## src/rtl/spi_arbiter.sv

```systemverilog
// Round-robin arbiter that shares one spi_controller engine among NUM_REQ requesters.
// It latches the winning command, sequences the engine's start/busy handshake and returns the masked response.
module spi_arbiter #(
    parameter int NUM_REQ       = 3,
    parameter int ID_W          = 2,
    parameter int START_TIMEOUT = 15
) (
    input  logic                   clk,
    input  logic                   rst,
    input  logic [NUM_REQ-1:0]     req,
    input  logic [NUM_REQ*64-1:0]  req_command,
    input  logic [NUM_REQ*3-1:0]   req_len,
    output logic [NUM_REQ-1:0]     ack,
    output logic                   resp_valid,
    output logic [ID_W-1:0]        resp_id,
    output logic [63:0]            resp_data,
    output logic                   resp_err,
    output logic [63:0]            spi_command,
    output logic [2:0]             spi_len,
    output logic                   spi_start,
    input  logic                   spi_busy,
    input  logic [63:0]            spi_response
);

    typedef enum logic [2:0] {
        ST_IDLE      = 3'd0,
        ST_START     = 3'd1,
        ST_WAIT_BUSY = 3'd2,
        ST_WAIT_DONE = 3'd3,
        ST_RESPOND   = 3'd4
    } state_t;

    localparam logic [7:0]      TIMEOUT_C = 8'(START_TIMEOUT);
    localparam logic [ID_W-1:0] LAST_ID_C = ID_W'(NUM_REQ - 1);

    // Keeps response bytes 0..len (MSB first) and clears the untransferred tail.
    function automatic logic [63:0] mask_resp(input logic [63:0] data, input logic [2:0] len);
        logic [5:0] sh;
        sh = 6'd56 - {len, 3'b000};
        return data & ({64{1'b1}} << sh);
    endfunction

    state_t                state_r, state_nxt_s;
    logic [ID_W-1:0]       last_r, last_nxt_s;
    logic [ID_W-1:0]       cur_id_r, cur_id_nxt_s;
    logic [7:0]            cnt_r, cnt_nxt_s;
    logic [NUM_REQ-1:0]    ack_r, ack_nxt_s;
    logic                  resp_valid_r, resp_valid_nxt_s;
    logic [ID_W-1:0]       resp_id_r, resp_id_nxt_s;
    logic [63:0]           resp_data_r, resp_data_nxt_s;
    logic                  resp_err_r, resp_err_nxt_s;
    logic [63:0]           spi_command_r, spi_command_nxt_s;
    logic [2:0]            spi_len_r, spi_len_nxt_s;
    logic                  spi_start_r, spi_start_nxt_s;

    logic                  win_found_s;
    logic [ID_W-1:0]       win_id_s;
    logic [63:0]           win_cmd_s;
    logic [2:0]            win_len_s;

    // Round-robin search starting just after the last granted requester.
    always_comb begin
        logic [ID_W-1:0] idx_v;
        idx_v       = last_r;
        win_found_s = 1'b0;
        win_id_s    = '0;
        for (int k = 0; k < NUM_REQ; k++) begin
            if (idx_v == LAST_ID_C) begin
                idx_v = '0;
            end else begin
                idx_v = idx_v + 1'b1;
            end
            if (!win_found_s && req[idx_v]) begin
                win_found_s = 1'b1;
                win_id_s    = idx_v;
            end else begin
                win_id_s    = win_id_s;
            end
        end
    end

    // Selects the winner's command and length from the packed request buses.
    always_comb begin
        win_cmd_s = 64'd0;
        win_len_s = 3'd0;
        for (int i = 0; i < NUM_REQ; i++) begin
            if (win_id_s == ID_W'(i)) begin
                win_cmd_s = req_command[64*i +: 64];
                win_len_s = req_len[3*i +: 3];
            end else begin
                win_cmd_s = win_cmd_s;
            end
        end
    end

    // Next-state and next-output logic; pulses default low, held values default to hold.
    always_comb begin
        state_nxt_s       = state_r;
        last_nxt_s        = last_r;
        cur_id_nxt_s      = cur_id_r;
        cnt_nxt_s         = cnt_r;
        ack_nxt_s         = '0;
        resp_valid_nxt_s  = 1'b0;
        resp_id_nxt_s     = resp_id_r;
        resp_data_nxt_s   = resp_data_r;
        resp_err_nxt_s    = resp_err_r;
        spi_command_nxt_s = spi_command_r;
        spi_len_nxt_s     = spi_len_r;
        spi_start_nxt_s   = 1'b0;
        case (state_r)
            ST_IDLE: begin
                if (win_found_s) begin
                    spi_command_nxt_s = win_cmd_s;
                    spi_len_nxt_s     = win_len_s;
                    cur_id_nxt_s      = win_id_s;
                    last_nxt_s        = win_id_s;
                    ack_nxt_s         = {{(NUM_REQ-1){1'b0}}, 1'b1} << win_id_s;
                    spi_start_nxt_s   = 1'b1;
                    state_nxt_s       = ST_START;
                end else begin
                    state_nxt_s       = ST_IDLE;
                end
            end
            ST_START: begin
                cnt_nxt_s   = 8'd0;
                state_nxt_s = ST_WAIT_BUSY;
            end
            ST_WAIT_BUSY: begin
                if (spi_busy) begin
                    state_nxt_s = ST_WAIT_DONE;
                end else if (cnt_r + 8'd1 == TIMEOUT_C) begin
                    // Engine never acknowledged the start: report an error with empty data.
                    resp_valid_nxt_s = 1'b1;
                    resp_id_nxt_s    = cur_id_r;
                    resp_data_nxt_s  = 64'd0;
                    resp_err_nxt_s   = 1'b1;
                    state_nxt_s      = ST_RESPOND;
                end else begin
                    cnt_nxt_s = cnt_r + 8'd1;
                end
            end
            ST_WAIT_DONE: begin
                if (!spi_busy) begin
                    resp_valid_nxt_s = 1'b1;
                    resp_id_nxt_s    = cur_id_r;
                    resp_data_nxt_s  = mask_resp(spi_response, spi_len_r);
                    resp_err_nxt_s   = 1'b0;
                    state_nxt_s      = ST_RESPOND;
                end else begin
                    state_nxt_s      = ST_WAIT_DONE;
                end
            end
            ST_RESPOND: begin
                state_nxt_s = ST_IDLE;
            end
            default: begin
                state_nxt_s = ST_IDLE;
            end
        endcase
    end

    // State and registered-output storage with synchronous reset.
    always_ff @(posedge clk) begin
        if (rst) begin
            state_r       <= ST_IDLE;
            last_r        <= LAST_ID_C;
            cur_id_r      <= '0;
            cnt_r         <= 8'd0;
            ack_r         <= '0;
            resp_valid_r  <= 1'b0;
            resp_id_r     <= '0;
            resp_data_r   <= 64'd0;
            resp_err_r    <= 1'b0;
            spi_command_r <= 64'd0;
            spi_len_r     <= 3'd0;
            spi_start_r   <= 1'b0;
        end else begin
            state_r       <= state_nxt_s;
            last_r        <= last_nxt_s;
            cur_id_r      <= cur_id_nxt_s;
            cnt_r         <= cnt_nxt_s;
            ack_r         <= ack_nxt_s;
            resp_valid_r  <= resp_valid_nxt_s;
            resp_id_r     <= resp_id_nxt_s;
            resp_data_r   <= resp_data_nxt_s;
            resp_err_r    <= resp_err_nxt_s;
            spi_command_r <= spi_command_nxt_s;
            spi_len_r     <= spi_len_nxt_s;
            spi_start_r   <= spi_start_nxt_s;
        end
    end

    assign ack         = ack_r;
    assign resp_valid  = resp_valid_r;
    assign resp_id     = resp_id_r;
    assign resp_data   = resp_data_r;
    assign resp_err    = resp_err_r;
    assign spi_command = spi_command_r;
    assign spi_len     = spi_len_r;
    assign spi_start   = spi_start_r;

endmodule

```

## config.mk

```make
export PLATFORM = sky130hd
export DESIGN_NAME = spi_arbiter
export DESIGN_NICKNAME = d
export VERILOG_FILES = /design/src/rtl/spi_arbiter.sv
export SDC_FILE = /design/constraint.sdc
export NUM_CORES = 1
export LEC_CHECK = 0
export BUFFER_PORTS_ARGS = -buffer_cell sky130_fd_sc_hd__buf_4
export CAP_MARGIN = 5
export CORE_AREA = 2 2 158 160
export DETAILED_ROUTE_END_ITERATION = 8
export DIE_AREA = 0 0 160 162
export PLACE_DENSITY = 0.65
export SYNTH_ARGS = -nofsm -noshare
export SYNTH_HDL_FRONTEND = slang
export SYNTH_SLANG_ARGS = --single-unit
```

## constraint.sdc

```tcl
create_clock -name clk -period 4.86 [get_ports clk]
set_input_delay 0.243 -clock clk [delete_from_list [all_inputs] [get_ports clk]]
set_output_delay 0.243 -clock clk [all_outputs]
set_load 0.02 [all_outputs]
```

==> run metrics <==
Post-Syn Area 6684 um2; worst endpoint required time 5190 ps; number of buffers added on ports 409; Longest Clk Path Bufs 2; Total GRT Usage 20.09%; r2r setup slk 2350 ps; Net count, final 1,413; crit path DAT 2840 ps; Worst R2R Start state_r[0]$_SDFFE_PP0P_; Worst Setup End Kind flop; Fin Clk Skew 11.46 ps; Psw 0.001109 W; combinational power share 23.6%; post-route minimum period 2508 ps; CP max FO 46; Final Slew Violations 0; DRC 0; most frequent cell after synthesis dfxtp_1; Cell Int Power 0.002447 W; via density per instance 4.938; Fin. Hold Viols 0; GRT overflow 0; max cap viols 0; Area contributors post-synth dfxtp_1 (46%), a211oi_1 (7.4%), o31ai_1 (7.4%); syn avg cell area 8.669 um2; post-synthesis register bit count 153; Synth top cells by count dfxtp_1 (153), nand2_1 (118), nor2_1 (77); number of enable flip-flop cells after synthesis 0; clock sinks 153; post-synth top area share 45.83%; clock root buffer clkbuf_16; number of H-tree levels 4; number of global-route vias before repair 7,145; wirelength, routed 26,740 um; RSZ-0062 raised after global routing no; outcome finished clean; global-route wire length before repair 40,720 um; Top FF cell, synth dfxtp_1; GP Congestion 0.8443; post-synthesis cell type count 46; post-synth top area cell dfxtp_1; slew margin rel. 21.13%; die span in x 160 um; Final Cell Area 10,560 um2; power per cell area 336.7 nW/um2; sequential fraction of the synthesis area 45.83%; via count 7,289; setup_tns 0 ps; Die Height 162 um; Yosys Warn Count 0; hpwl dp 19,750 um; Area growth syn-to-layout 57.99%; clock power share 36.5%; Worst-Margin Slew 1174 ps; cts repair resizes 0; cell total after placement 1,445; Routed Antenna Nets 0; element type at the critical path start flop; DR pass1 iterations 4; Iter 0 DRT Violations 658; initial antenna violation count 0; leakage 4.973 nW; Core Region 24,110 um2; hold_buf cts 0; Setup Fix Bufs, Post-CTS 0; FFs w/ async S/R, synth 0%; Hold Path Class input port to flop; Final Power 0.003556 W; Cell Rows 57; Worst VDD drop 0.0001904 V; Worst-Skew Late Latency 420 ps; HP Start spi_response[4]; WS Path Type flop to flop; Reg power frac 39.9%; Syn Nets 1,044; CTS Buf Count 17; die area 25,920 um2; max frequency 398.7 MHz; Post-DP Area 9998 um2; largest net degree at the start of global routing 70; Critical Path Start state_r[0]$_SDFFE_PP0P_; Initial Util 27.73%; antenna cells 0; Final Setup Violations 0; post-layout util 43.81%; Reg clk slew, reported paths 70 ps; Sw Share 31.18%; cells after synthesis 771; CTS tree done; WL/cell 18.12 um; num ports 410; Non-Filler Instances 1,476; Tcrit/Tclk final 51.61%; layout cells sized above 1 40.36%
==> final timing paths <==
path,endpoint,cells past startpoint
min reg2reg,spi_command[1]$_SDFFE_PP0P_,2
max reg2reg,spi_command[21]$_SDFFE_PP0P_,4
min,resp_data[4]$_SDFFE_PP0P_,2
max,spi_command[21]$_SDFFE_PP0P_,4
==> stage by stage <==
| step | setup WS [ps] | hold slack (ps) |
|---|---|---|
| final | 2352 | 28.04 |
| after floorplan | 2688 | 368.5 |
| after detailed placement | 2312 | 441.8 |
| after global routing | 2155 | 8.989 |
| after CTS | 2295 | 4.568 |
| after global placement | 2362 | 435.6 |
==> registers in the layout, summed over array words and instances, names as in the netlist <==
register	flops
cnt_r	8
ack	3
resp_err	1
cur_id_r	1
resp_id	2
state_r	3
spi_start	1
spi_command	64
resp_data	64
resp_valid	1
last_r	2
spi_len	3
==> placed cells by master, fill, tap and decap left out, types with 4 or more instances in the layout <==
master     Yosys  layout
a211oi_1      66      66
a21oi_1       11       9
a22o_1        48      48
a31oi_1        4       4
and3_1        70      70
buf_4          2     417
clkbuf_16      0      17
dfxtp_1      153     153
inv_1          5       5
inv_6          0       6
mux2i_1       20      20
nand2_1      118     116
nand3_1        9       9
nor2_1        77      76
nor3_1        12      12
nor3b_1        4       4
o21ai_0        6       6
o31ai_1       66      66
==> cell type report <==
| cell class | count | area [um2] |
|---|---|---|
| clock buffer | 17 | 425.4 |
| timing repair buffer | 417 | 3131 |
| sequential | 153 | 3063 |
| fill | 2457 | 13550 |
| inverter | 6 | 22.52 |
| clock inverter | 14 | 136.4 |
| tap | 324 | 405.4 |
| multi-input combinational | 545 | 3377 |
==> power by group through the flow <==
stage               clock, W  sequential (W)  combinational (W)
CTS                  0.00134         0.00142           0.000853
finish               0.00130         0.00142           0.000840
detailed placement         0         0.00145           0.000852
global placement           0         0.00144           0.000847
global route         0.00139         0.00143           0.000905
floorplan                  0         0.00154           0.000310
==> cells by family (layout without fill, tap and decap cells) <==
kind of cell    after synthesis  count (layout)  synth area share (%)
simple gates                306             306                 21.25
compound gates              212             212                 24.26
flops                       153             153                 45.83
buf+inv                      73             454                 4.549
mux                          21              21                 3.220
xor+xnor                      4               4                0.5242
fa+ha+maj                     2               2                0.3743
==> worst max-delay path: stages (launching register included) <==
cell and delay (ps):
dfxtp_1 400, nor4_2 660, nand2_2 560, buf_4 480, o31ai_1 310
==> layer usage <==
metal,part of all wire (%),vias up,track usage [%]
met5,0,-,0
met4,1.7,0,5.160
met3,8.2,28,6.078
met2,51,328,35.40
met1,40,3377,23.91
li1,-,3556,-
Power figures use the tool's default switching activity.
